<file path="src/rtl/kf8237_transfer_sequencer_pkg.sv">
// Shared types for the KF8237 transfer sequencer: the state enumeration, the
// mode/type encodings, the bus-strobe bundle and the one-hot-to-index helper.
package kf8237_transfer_sequencer_pkg;

  typedef enum logic [2:0] {
    SI = 3'd0,
    S0 = 3'd1,
    S1 = 3'd2,
    S2 = 3'd3,
    S3 = 3'd4,
    SW = 3'd5,
    S4 = 3'd6
  } state_e;

  typedef enum logic [1:0] {
    MODE_DEMAND  = 2'b00,
    MODE_SINGLE  = 2'b01,
    MODE_BLOCK   = 2'b10,
    MODE_CASCADE = 2'b11
  } mode_e;

  typedef enum logic [1:0] {
    TYPE_VERIFY = 2'b00,
    TYPE_WRITE  = 2'b01,
    TYPE_READ   = 2'b10
  } type_e;

  typedef struct packed {
    logic       address_enable;
    logic       address_strobe;
    logic [3:0] dack;
    logic       memory_read_n;
    logic       memory_write_n;
    logic       io_read_n;
    logic       io_write_n;
  } bus_t;

  localparam bus_t BUS_IDLE = '{
    address_enable: 1'b0,
    address_strobe: 1'b0,
    dack:           4'b0000,
    memory_read_n:  1'b1,
    memory_write_n: 1'b1,
    io_read_n:      1'b1,
    io_write_n:     1'b1
  };

  function automatic logic [1:0] onehot_to_index(input logic [3:0] onehot);
    logic [1:0] index;
    index = 2'd0;
    if (onehot[3])      index = 2'd3;
    else if (onehot[2]) index = 2'd2;
    else if (onehot[1]) index = 2'd1;
    return index;
  endfunction

endpackage

</file>
<file path="src/rtl/kf8237_transfer_sequencer.sv">
// KF8237 DMA transfer sequencer: HRQ/HLDA handshake, S1..S4 bus cycle, DACK and strobes.
// Optional build macro KF8237_EXTENDED_WRITE_EN starts the write strobe in S2 instead of S3.
module kf8237_transfer_sequencer
  import kf8237_transfer_sequencer_pkg::*;
(
  input  logic       clock,
  input  logic       reset,
  input  logic       cpu_clock_posedge,
  input  logic       cpu_clock_negedge,
  input  logic [3:0] encoded_dma,
  input  logic [3:0] dma_request_state,
  input  logic [1:0] transfer_mode,
  input  logic [1:0] transfer_type,
  input  logic       hold_acknowledge,
  input  logic       ready,
  input  logic       terminal_count,
  input  logic       end_of_process_n,
  output logic       hold_request,
  output logic [3:0] dma_acknowledge_internal,
  output logic       end_of_process_internal,
  output logic       address_enable,
  output logic       address_strobe,
  output logic       memory_read_n,
  output logic       memory_write_n,
  output logic       io_read_n,
  output logic       io_write_n,
  output logic       next_word,
  output logic [1:0] dma_rotate
);

  state_e     state;
  state_e     next_state;
  logic [3:0] channel;
  mode_e      mode_q;
  type_e      type_q;
  logic       eop_seen;
  bus_t       bus_q;
  bus_t       bus_next;
  logic       advance;
  logic       eop_hit;
  logic       channel_dreq;
  logic       read_phase;
  logic       write_phase;

  assign channel_dreq = |(dma_request_state & channel);
  assign eop_hit      = terminal_count | eop_seen | ~end_of_process_n;
  assign advance      = cpu_clock_posedge & (state == S4);

  assign next_word               = advance;
  assign end_of_process_internal = advance & eop_hit;
  assign hold_request            = (state != SI);

  assign read_phase = state inside {S2, S3, SW};
`ifdef KF8237_EXTENDED_WRITE_EN
  assign write_phase = state inside {S2, S3, SW};
`else
  assign write_phase = state inside {S3, SW};
`endif

  // NOTE: every signal driven here gets a default first, so no path leaves it unassigned and no latch is inferred.
  always_comb begin
    next_state = state;
    unique case (state)
      SI: if (encoded_dma != 4'b0000) next_state = S0;
      S0: begin
        if (hold_acknowledge)            next_state = S1;
        else if (encoded_dma == 4'b0000) next_state = SI;
      end
      S1: begin
        if (mode_q != MODE_CASCADE) next_state = S2;
        else if (!channel_dreq)     next_state = SI;
      end
      S2: next_state = S3;
      S3: next_state = ready ? S4 : SW;
      SW: if (ready) next_state = S4;
      S4: begin
        // Termination outranks continuation; block mode only stops on EOP/TC or lost HLDA.
        if (eop_hit || !hold_acknowledge || mode_q == MODE_SINGLE ||
            (mode_q == MODE_DEMAND && !channel_dreq))
          next_state = SI;
        else
          next_state = S2;
      end
      default: next_state = SI;
    endcase
  end

  // NOTE: sequential state uses non-blocking assignments only; the async reset is active-high.
  always_ff @(posedge clock or posedge reset) begin
    if (reset) begin
      state      <= SI;
      channel    <= 4'b0000;
      mode_q     <= MODE_DEMAND;
      type_q     <= TYPE_VERIFY;
      dma_rotate <= 2'b11;
    end else if (cpu_clock_posedge) begin
      state <= next_state;
      if (state == SI && encoded_dma != 4'b0000) begin
        channel <= encoded_dma;
        mode_q  <= mode_e'(transfer_mode);
        type_q  <= type_e'(transfer_type);
      end
      if (state == S4) dma_rotate <= onehot_to_index(channel);
    end
  end

  // External EOP is remembered from S2 onward and consumed when S4 completes.
  always_ff @(posedge clock or posedge reset) begin
    if (reset)
      eop_seen <= 1'b0;
    else if (advance || state == SI)
      eop_seen <= 1'b0;
    else if (!end_of_process_n && (state inside {S2, S3, SW, S4}))
      eop_seen <= 1'b1;
  end

  always_comb begin
    bus_next = BUS_IDLE;
    if (mode_q == MODE_CASCADE) begin
      if (state == S1) bus_next.dack = channel;
    end else if (state != SI && state != S0) begin
      bus_next.address_enable = 1'b1;
      bus_next.address_strobe = (state == S1);
      if (state != S1) bus_next.dack = channel;
      case (type_q)
        TYPE_READ: begin
          bus_next.memory_read_n = ~read_phase;
          bus_next.io_write_n    = ~write_phase;
        end
        TYPE_WRITE: begin
          bus_next.io_read_n      = ~read_phase;
          bus_next.memory_write_n = ~write_phase;
        end
        default: ;
      endcase
    end
  end

  // Bus outputs follow the state half a CPU clock later, on the CPU falling edge.
  always_ff @(posedge clock or posedge reset) begin
    if (reset)                  bus_q <= BUS_IDLE;
    else if (cpu_clock_negedge) bus_q <= bus_next;
  end

  assign address_enable           = bus_q.address_enable;
  assign address_strobe           = bus_q.address_strobe;
  assign dma_acknowledge_internal = bus_q.dack;
  assign memory_read_n            = bus_q.memory_read_n;
  assign memory_write_n           = bus_q.memory_write_n;
  assign io_read_n                = bus_q.io_read_n;
  assign io_write_n               = bus_q.io_write_n;

endmodule

</file>
<file path="config.mk">
export PLATFORM = sky130hd
export DESIGN_NAME = kf8237_transfer_sequencer
export DESIGN_NICKNAME = d
export VERILOG_FILES = /design/src/rtl/kf8237_transfer_sequencer_pkg.sv /design/src/rtl/kf8237_transfer_sequencer.sv
export SDC_FILE = /design/constraint.sdc
export NUM_CORES = 1
export LEC_CHECK = 0
export BUFFER_PORTS_ARGS = -buffer_cell sky130_fd_sc_hd__buf_4
export CORE_MARGIN = 4
export CORE_UTILIZATION = 40
export CTS_CLUSTER_SIZE = 10
export DETAILED_ROUTE_END_ITERATION = 10
export PLACE_DENSITY = 0.64
export SKIP_CTS_REPAIR_TIMING = 1
export SYNTH_ARGS = -nofsm -noshare
export SYNTH_HDL_FRONTEND = slang
export SYNTH_SLANG_ARGS = --single-unit
export TNS_END_PERCENT = 100
</file>
<file path="constraint.sdc">
create_clock -name clock -period 2 [get_ports clock]
set_clock_uncertainty 0.1 [all_clocks]
set_input_delay 0.2 -clock clock [delete_from_list [all_inputs] [get_ports clock]]
set_output_delay 0.2 -clock clock [all_outputs]
set_load 0.02 [all_outputs]
</file>
==> summary.txt, run 1 <==
Outcome
  • Status: complete, no violations

Detailed routing
  • Initial DRC Count: 39
  • Vias per inst: 5.028
  • DR WL/cell: 13.16 µm
  • Detail Route Antenna Nets: 0
  • Post-route DRC violation count: 0
  • First-pass iteration count of the detailed router: 4
  • Final wirelength: 2.855 mm
  • Vias: 1091

Setup path
  • Worst setup EP type: flop
  • CP Cell Sequence: and2_4 > a22o_1 > a2111oi_4 > nand2_2 > mux2_4
  • CP required: 2110 ps
  • Worst Setup Start Kind: flop
  • Largest stage delay on the critical path: 470 ps
  • Crit path max fanout: 5
  • Worst r2r src: state[2]
  • CP Launch Point: state[2]
  • CP endpoint: state[2]
  • Worst r2r dst: state[2]
  • CP Class: reg -> reg
  • R2R depth: 5
  • R2R setup slack: 110 ps
  • Crit-path slowest cell: dfrtp_1
  • Worst Path Arrival: 2000 ps

Yosys
  • Most frequent cell after synthesis: dfrtp_1
  • Post-Synthesis Cells: 123
  • Syn_area_per_cell: 10.20 µm²
  • Synth top area cells: dfrtp_1 (36%), dfstp_2 (13%), a22o_1 (4.9%)
  • Synthesized Nets: 143
  • Yosys Warn Count: 0
  • Distinct cell type count of the synthesized netlist: 40
  • Area share of the largest cell type after synthesis: 35.89%
  • Commonest cells in the netlist: dfrtp_1 (18), nor2_1 (11), inv_1 (10), o21ai_0 (9)
  • Seq/Total Area, Yosys: 48.45%
  • Leading area contributor after synthesis: dfrtp_1
  • EDFF count, synth: 0
  • Ys flop type: dfrtp_1
  • Synthesized area: 0.001255 mm²
  • Yosys reg bits: 24
  • Share of flip-flops with an asynchronous set or reset: 100.0%

Placement
  • IO buf count: 34
  • RD Place Congestion: 0.8740
  • Detailed placer's ending HPWL: 2.252 mm
  • Placed cell areas: 0.001632 mm²

Timing
  • Setup_tns: 0 ps
  • Final Hold Viols: 0
  • Highest Clock Rate: 528.2 MHz
  • Fin crit period: 1893 ps
  • Tightest Pin Transition: 457.9 ps
  • Final Slew Violations: 0
  • Rel. slew slack: 69.24%
  • Final setup vio count: 0
  • RSZ-0062 raised after global routing: no
  • Fin crit share: 94.67%

Floorplanning
  • Rows: 20
  • Die ar.: 0.004097 mm²
  • I/O Pins: 35
  • Die Span Y: 64.01 µm
  • Die X: 64.01 µm
  • Core area: 0.003028 mm²
  • Initial Utilization: 41.45%

Finish
  • Layout cells sized above 1: 39.31%
  • Design area: 0.001747 mm²
  • Register area: 609.3 µm²
  • Final nets: 194
  • Antenna cells: 0
  • Multi-input gate area: 589.3 µm²
  • FILL cells: 282
  • Area grow syn2layout: 39.18%

Clock network
  • CTS tree: built
  • Clock net sink count: 24
  • Total CTS buffers: 3
  • Worst skew pair latency: 310 ps
  • CTS clk-pin slew, worst paths: 130 ps
  • Clock Path Buffers: 2
  • Root buffer cell: clkbuf_4
  • CTS H-tree depth: 1

Global route
  • Largest net degree at the start of global routing: 25
  • GRT Total Usage: 14.20%
  • Global-route wire length before repair: 4.678 mm
  • Vias in the first global route: 1064
  • Initial antenna violation count: 0
  • Remaining global-route overflow: 0

Power
  • NetSw: 0.9361 mW
  • Comb power frac: 49.2%
  • Pwr dens: 1401 mW/mm²
  • Flop pwr share: 36.6%
  • Clock share of power: 14.2%
  • LEAKAGE: 0.8041 nW
  • Maximum VDD drop: 0.0006925 V
  • Cell Int Power: 1.510 mW
  • Sw Share: 38.26%

Flow run
  • Max Cap Viol: 0

Hold path
  • Hold WC Path Type: in -> reg
power by group through the flow:
stage          clock (mW)  combinational [mW]  sequential (mW)
6_report            0.348                1.20            0.896
5_1_grt             0.379                1.31            0.937
3_5_place_dp            0                1.19            0.901
3_3_place_gp            0                1.17            0.890
2_1_floorplan           0               0.656            0.968
4_1_cts             0.358                1.19            0.892
worst min-delay path by stage:
stage,start,to,slack [ps],depth (start not counted)
global placement,reset,type_q[1],170,3
detailed placement,reset,type_q[1],170,3
floorplan,reset,address_enable,110,1
CTS,reset,mode_q[1],-190,3
global route,encoded_dma[0],channel[0],10,2
finish,cpu_clock_negedge,memory_write_n,20,2
area by class of cell:
type                    instances  share of cell area [%]
inverters                      10                   2.149
clock inverters                 1                   1.719
multi-input cells              83                   33.74
clock buffers                   3                   1.289
flip-flops and latches         24                   34.89
repair buffers                 52                   23.07
well taps                      44                   3.152
metrics by stage:
stage | total power [mW] | utilization [%] | cells | worst slack, ps | hold WS (ps)
floorplan | 1.625 | - | 123 | 85.24 | 110.2
global placement | 2.059 | 53.88 | 208 | 140.9 | 168.2
detailed placement | 2.087 | 53.88 | 208 | 65.37 | 169.0
CTS | 2.441 | 55.62 | 212 | 18.78 | -189.1
global route | 2.622 | 57.69 | 217 | 3.635 | 10.68
finish | 2.446 | 57.69 | 217 | 106.6 | 18.39
registers in the layout (all words and copies together), names as in the netlist:
register,flops
memory_read_n,1
channel,4
address_strobe,1
mode_q,2
dma_acknowledge_internal,4
memory_write_n,1
type_q,2
state,3
io_write_n,1
io_read_n,1
address_enable,1
dma_rotate,2
eop_seen,1
kinds of logic after synthesis:
logic type / Yosys count / synth area share (%)
and+or+nand+nor: 41 / 18.74
AOI/OAI and AO/OA: 35 / 20.94
DFF: 24 / 48.45
buffers and inverters: 16 / 5.483
muxes: 6 / 5.583
adders and majority gates: 1 / 0.7976
layout by cell type (no fill, tap or decap), types with 2 or more instances in the layout:
cell type / n
nor2b_1: 5
dfstp_2: 6
or3_1: 2
a22o_1: 7
nand2_1: 7
inv_1: 10
nor3_1: 3
a31oi_1: 4
buf_4: 47
mux2_1: 2
dfrtp_1: 17
nand4b_1: 2
o21ai_0: 9
a22oi_1: 3
nor2_1: 11
mux2_2: 2
dlygate4sd3_1: 5
nand2b_1: 3
clkbuf_4: 3
a21oi_1: 3
per-layer routing:
metal / wire length, µm / global-route usage [%] / part of all wire, % / vias up
met5: 0 / 0 / 0 / -
met4: 31 / 4.582 / 1.1 / 0
met3: 159 / 3.163 / 5.6 / 4
met2: 1398 / 24.39 / 49 / 32
met1: 1265 / 17.52 / 44 / 510
li1: - / - / - / 545
critical path: cells and delay by family (launching register included):
family,cells,cell delay [ps]
AO/OA/AOI/OAI,2,640
flip-flops,1,470
multiplexers,1,300
AND/OR/NAND/NOR,2,290
Note: power is estimated with default switching activity, not from simulation.
==> inputs of run 2 (changes only) <==
Settings changed: REMOVE_ABC_BUFFERS set to 1.
==> summary.txt, run 2 (synthesis results as in run 1) <==
Setup path
  • Worst setup EP type: flop (unchanged)
  • Crit path max fanout: 10 (was 5)
  • CP required: 2100 ps (was 2110 ps)
  • Worst r2r src: state[0] (was state[2])
  • R2R setup slack: 80 ps (was 110 ps)
  • Worst Path Arrival: 2020 ps (was 2000 ps)
  • CP Launch Point: state[0] (was state[2])
  • Worst r2r dst: type_q[1] (was state[2])
  • CP endpoint: type_q[1] (was state[2])
  • CP Class: reg -> reg (unchanged)
  • R2R depth: 5 (unchanged)
  • Worst Setup Start Kind: flop (unchanged)

Finish
  • Most frequent cells in the layout: buf_4 (52), dfrtp_1 (16), nor2_1 (11) (was buf_4 (47), dfrtp_1 (17), nor2_1 (11))
  • Area grow syn2layout: 41.08% (was 39.18%)
  • Layout cells sized above 1: 42.61% (was 39.31%)
  • FILL cells: 273 (was 282)
  • Design area: 0.001770 mm² (was 0.001747 mm²)
  • Antenna cells: 0 (unchanged)
  • Commonest non-fill, non-tap cell in the layout: buf_4 (unchanged)
  • Final nets: 197 (was 194)

Outcome
  • Status: complete, no violations (unchanged)

Global route
  • GRT Total Usage: 14.92% (was 14.20%)
  • Initial antenna violation count: 0 (unchanged)
  • Largest net degree at the start of global routing: 25 (unchanged)
  • Global-route wire length before repair: 4.899 mm (was 4.678 mm)
  • Remaining global-route overflow: 0 (unchanged)
  • Vias in the first global route: 1078 (was 1064)

Clock network
  • Root buffer cell: clkbuf_4 (unchanged)
  • Total CTS buffers: 3 (unchanged)
  • Worst skew pair latency: 320 ps (was 310 ps)
  • Clock Path Buffers: 2 (unchanged)
  • Clock net sink count: 24 (unchanged)
  • CTS tree: built (unchanged)
  • CTS H-tree depth: 1 (unchanged)
  • CTS clk-pin slew, worst paths: 140 ps (was 130 ps)

Timing
  • Tightest Pin Transition: 400.6 ps (was 457.9 ps)
  • Final setup vio count: 0 (unchanged)
  • Fin worst setup slack: 83.39 ps (was 106.6 ps)
  • Final Slew Violations: 0 (unchanged)
  • Fin crit share: 95.83% (was 94.67%)
  • Final Hold Viols: 0 (unchanged)
  • WHS: 10.30 ps (was 18.39 ps)
  • Fin crit period: 1917 ps (was 1893 ps)
  • Highest Clock Rate: 521.8 MHz (was 528.2 MHz)
  • RSZ-0062 raised after global routing: no (unchanged)
  • Rel. slew slack: 73.09% (was 69.24%)

Power
  • LEAKAGE: 0.8183 nW (was 0.8041 nW)
  • Sw Share: 37.92% (was 38.26%)
  • Pwr dens: 1398 mW/mm² (was 1401 mW/mm²)
  • NetSw: 0.9388 mW (was 0.9361 mW)
  • Comb power frac: 49.2% (about the same)
  • Cell Int Power: 1.537 mW (was 1.510 mW)
  • Flop pwr share: 36.6% (about the same)
  • Maximum VDD drop: 0.0006427 V (was 0.0006925 V)
  • Clock share of power: 14.2% (about the same)

Floorplanning
  • Core area: 0.003028 mm² (unchanged)
  • Die Span Y: 64.01 µm (unchanged)
  • Initial Utilization: 41.45% (unchanged)
  • Rows: 20 (unchanged)
  • Die X: 64.01 µm (unchanged)
  • Die ar.: 0.004097 mm² (unchanged)
  • I/O Pins: 35 (unchanged)

Placement
  • IO buf count: 34 (unchanged)
  • Detailed placer's ending HPWL: 2.253 mm (was 2.252 mm)
  • Post-place setup slack: 44.44 ps (was 65.37 ps)
  • Placed cell areas: 0.001639 mm² (was 0.001632 mm²)
  • RD Place Congestion: 0.8085 (was 0.8740)

Detailed routing
  • Detail Route Antenna Nets: 0 (unchanged)
  • Vias: 1108 (was 1091)
  • First-pass iteration count of the detailed router: 4 (unchanged)
  • Post-route DRC violation count: 0 (unchanged)
  • Vias per inst: 5.036 (was 5.028)
  • Initial DRC Count: 48 (was 39)
  • Final wirelength: 2.890 mm (was 2.855 mm)
  • DR WL/cell: 13.14 µm (was 13.16 µm)

Hold path
  • Hold WC Path Type: in -> reg (unchanged)

Flow run
  • Max Cap Viol: 0 (unchanged)
[run 2: power groups by stage]
stage               registers, mW  clock network, mW  logic, mW
CTS                         0.903              0.362       1.17
finish                      0.905              0.352       1.22
detailed placement          0.912                  0       1.17
global placement            0.905                  0       1.14
global route                0.950              0.380       1.35
floorplan                    1.03                  0      0.546
[run 2: metal layers]
layer	vias to the layer above	global-route usage (%)	routed length [µm]
met5	-	0	0
met4	0	4.852	43
met3	4	1.582	92
met2	21	25.81	1460
met1	531	19.31	1293
li1	552	-	-
[run 2: layout make-up]
cell class / instances / area (µm²) / area share (%)
Sequential cell: 24 / 610.6 / 34.49
Clock buffer: 3 / 22.52 / 1.272
Timing Repair Buffer: 55 / 420.4 / 23.75
Inverter: 10 / 37.54 / 2.120
Tap cell: 44 / 55.05 / 3.110
Clock inverter: 1 / 30.03 / 1.696
Multi-Input combinational cell: 83 / 594.3 / 33.57
[run 2: worst min-delay path by stage]
stage | start | slack [ps] | cells after the start | to
final | transfer_type[1] | 10 | 2 | type_q[1]
after global routing | transfer_mode[0] | 3 | 2 | mode_q[0]
after CTS | reset | -190 | 3 | dma_acknowledge_internal[3]
after detailed placement | reset | 180 | 3 | address_strobe
after global placement | reset | 170 | 3 | address_strobe
after floorplan | reset | 110 | 1 | address_enable
[run 2: per-stage QoR]
stage | setup TNS, ps | utilization (%) | total power, mW | std cells
6_report | 0 | 58.47 | 2.476 | 220
5_1_grt | 0 | 58.47 | 2.675 | 220
4_1_cts | 0 | 55.87 | 2.433 | 213
3_5_place_dp | 0 | 54.13 | 2.078 | 209
3_3_place_gp | 0 | 54.13 | 2.044 | 209
2_1_floorplan | -2.608 | - | 1.575 | 117
[run 2: worst max-delay path: stages (launching register included)]
cell and delay, ps:
dfrtp_2 490, buf_4 160, or3_1 410, nor3_2 120
buf_4 180, mux2_1 330
==> inputs of run 3 (changes only) <==
Settings changed: ABC_AREA set to 1, BUFFER_PORTS_ARGS -buffer_cell sky130_fd_sc_hd__buf_4 to -buffer_cell sky130_fd_sc_hd__buf_2, PLACE_DENSITY 0.64 to not set, PLACE_DENSITY_LB_ADDON set to 0.1.
==> summary.txt, run 3 <==
Outcome
  • Status: complete, no violations (unchanged)

Timing
  • Highest Clock Rate: 540.9 MHz (was 521.8 MHz)
  • Rel. slew slack: 78.22% (was 73.09%)
  • Final setup vio count: 0 (unchanged)
  • Fin crit share: 92.44% (was 95.83%)
  • RSZ-0062 raised after global routing: no (unchanged)
  • Setup_tns: 0 ps (unchanged)
  • Final Hold Viols: 0 (unchanged)
  • Fin crit period: 1849 ps (was 1917 ps)
  • Final Slew Violations: 0 (unchanged)
  • Tightest Pin Transition: 326.3 ps (was 400.6 ps)

Yosys
  • Seq/Total Area, Yosys: 47.83% (was 48.45%)
  • Distinct cell type count of the synthesized netlist: 24 (was 40)
  • Leading area contributor after synthesis: dfrtp_1 (unchanged)
  • Area share of the largest cell type after synthesis: 35.43% (was 35.89%)
  • Most frequent cell after synthesis: nand2_1 (was dfrtp_1)
  • Ys flop type: dfrtp_1 (unchanged)
  • Syn_area_per_cell: 7.658 µm² (was 10.20 µm²)
  • Commonest cells in the netlist: nand2_1 (49), nor2_1 (25), dfrtp_1 (18), inv_1 (18), nand3_1 (12) (was dfrtp_1 (18), nor2_1 (11), inv_1 (10), o21ai_0 (9))
  • Post-Synthesis Cells: 166 (was 123)
  • EDFF count, synth: 0 (unchanged)
  • Yosys Warn Count: 0 (unchanged)
  • Yosys reg bits: 24 (unchanged)
  • Synthesized area: 0.001271 mm² (was 0.001255 mm²)
  • Synth top area cells: dfrtp_1 (35%), nand2_1 (14%), dfstp_2 (12%) (was dfrtp_1 (36%), dfstp_2 (13%), a22o_1 (4.9%))
  • Share of flip-flops with an asynchronous set or reset: 100.0% (unchanged)

Power
  • LEAKAGE: 0.8614 nW (was 0.8183 nW)
  • Pwr dens: 1360 mW/mm² (was 1398 mW/mm²)
  • Maximum VDD drop: 0.0005106 V (was 0.0006427 V)
  • Power Total: 2.148 mW (was 2.476 mW)

Placement
  • Detailed placer's ending HPWL: 2.325 mm (was 2.253 mm)
  • IO buf count: 34 (unchanged)
  • RD Place Congestion: 0.9497 (was 0.8085)

Finish
  • Layout cells sized above 1: 31.88% (was 42.61%)
  • Register area: 609.3 µm² (was 610.6 µm²)
  • Multi-input gate area: 568.0 µm² (was 594.3 µm²)
  • Most frequent cells in the layout: nand2_1 (49), buf_2 (34), nor2_1 (24) (was buf_4 (52), dfrtp_1 (16), nor2_1 (11))
  • FILL cells: 320 (was 273)
  • Antenna cells: 0 (unchanged)
  • Commonest non-fill, non-tap cell in the layout: nand2_1 (was buf_4)
  • Area grow syn2layout: 24.21% (was 41.08%)
  • Final nets: 228 (was 197)

Setup path
  • CP Class: reg -> out (was reg -> reg)
  • Largest stage delay on the critical path: 480 ps (was 490 ps)
  • Crit path max fanout: 6 (was 10)
  • Crit-path leading delay family: flip-flops (was simple AND/OR/NAND/NOR gates)
  • Worst Setup Start Kind: flop (unchanged)
  • Worst setup EP type: primary output (was flop)
  • Worst Path Buf+Inv: 3 (was 2)
  • Worst Path Arrival: 1550 ps (was 2020 ps)
  • CP required: 1700 ps (was 2100 ps)
  • CP Cell Sequence: inv_1 > nand3_1 > nor2_2 > inv_1 > a21oi_1 > buf_2 (was buf_4 > or3_1 > nor3_2 > buf_4 > mux2_1)
  • Crit-path slowest cell: dfrtp_2 (unchanged)
  • CP most frequent cell: inv_1 (was buf_4)

Detailed routing
  • Vias: 1183 (was 1108)
  • Final wirelength: 2.962 mm (was 2.890 mm)
  • Vias per inst: 4.713 (was 5.036)
  • Post-route DRC violation count: 0 (unchanged)
  • First-pass iteration count of the detailed router: 5 (was 4)
  • DR WL/cell: 11.80 µm (was 13.14 µm)
  • Initial DRC Count: 48 (unchanged)
  • Detail Route Antenna Nets: 0 (unchanged)

Global route
  • Largest net degree at the start of global routing: 25 (unchanged)
  • Initial antenna violation count: 0 (unchanged)
  • Remaining global-route overflow: 0 (unchanged)
  • GRT Total Usage: 14.99% (was 14.92%)
  • Global-route wire length before repair: 4.919 mm (was 4.899 mm)
  • Vias in the first global route: 1088 (was 1078)

Clock network
  • Root buffer cell: clkbuf_4 (unchanged)
  • Total CTS buffers: 3 (unchanged)
  • CTS tree: built (unchanged)
  • CTS clk-pin slew, worst paths: 140 ps (about the same)
  • Clock net sink count: 24 (unchanged)
  • CTS H-tree depth: 1 (unchanged)
  • Worst skew pair latency: 320 ps (about the same)
  • Clock Path Buffers: 2 (unchanged)

Hold path
  • Hold WC Path Type: in -> reg (unchanged)

Floorplanning
  • Die ar.: 0.004144 mm² (was 0.004097 mm²)
  • I/O Pins: 35 (unchanged)
  • Die Span Y: 64.38 µm (was 64.01 µm)
  • Core area: 0.003053 mm² (was 0.003028 mm²)
  • Initial Utilization: 41.64% (was 41.45%)
  • Die X: 64.38 µm (was 64.01 µm)
  • Rows: 20 (unchanged)

Flow run
  • Max Cap Viol: 0 (unchanged)
==> run 3: cell count changes in the layout (fill, tap and decap cells not counted), moves of 8 or more <==
cell	before	now
nor2_1	11	24
inv_1	10	18
buf_2	0	34
nand2_1	7	49
buf_4	52	3
nand3_1	1	12
==> run 3: cell families after synthesis <==
family / Yosys count / synth area share (%)
buffers and inverters: 23 / 7.677
DFF: 24 / 47.83
AOI/OAI and AO/OA: 23 / 11.52
and+or+nand+nor: 96 / 32.97
==> run 3: where the power goes <==
group          total (mW)  switching (mW)  internal, mW
Sequential          0.840           0.154         0.687
Combinational       0.952           0.632         0.320
Clock               0.355           0.152         0.202
==> run 3: final cells by class <==
class	instances	share of cell area (%)
Clock buffer	3	1.426
Clock inverter	1	1.902
Inverter	21	5.151
Multi-Input combinational cell	119	35.97
Sequential cell	24	38.59
Tap cell	44	3.487
Timing Repair Buffer	39	13.47
==> run 3: per-layer routing <==
layer	share of wire, %	global-route usage, %	routed length [µm]
met1	45	20.00	1324
met2	48	24.87	1411
met3	6.6	2.636	195
met4	1.0	4.222	31
met5	0	0	0
==> run 3: final timing paths <==
check	from	end	slack, ps	cells past startpoint
worst max-delay path	state[0]	end_of_process_internal	150	6
worst min-delay path	encoded_dma[2]	channel[2]	20	3
worst max register to register	state[1]	mode_q[1]	430	6
worst min register to register	dma_rotate[0]	dma_rotate[0]	370	2
max in group asynchronous	reset	dma_rotate[1]	1140	4
min in group asynchronous	reset	address_strobe	360	4
==> run 3: worst register-to-register path: cells and delay by family, from the launching register on <==
family          cells  cell delay [ps]
simple gates        4              780
buf+inv             1               80
compound gates      1               40
flops               1              480
==> run 3: through the flow <==
stage          hold slack, ps  util (%)  instance area (µm²)  std cells  setup WS (ps)
6_report                17.65     51.72                 1579        251          151.1
5_1_grt                 14.13     51.72                 1579        251         0.3960
4_1_cts                -194.7     50.45                 1540        247          78.22
3_5_place_dp            163.1     48.73                 1488        243          443.8
3_3_place_gp            159.3     48.73                 1488        243          479.0
2_1_floorplan           110.2         -                 1255        164          181.5
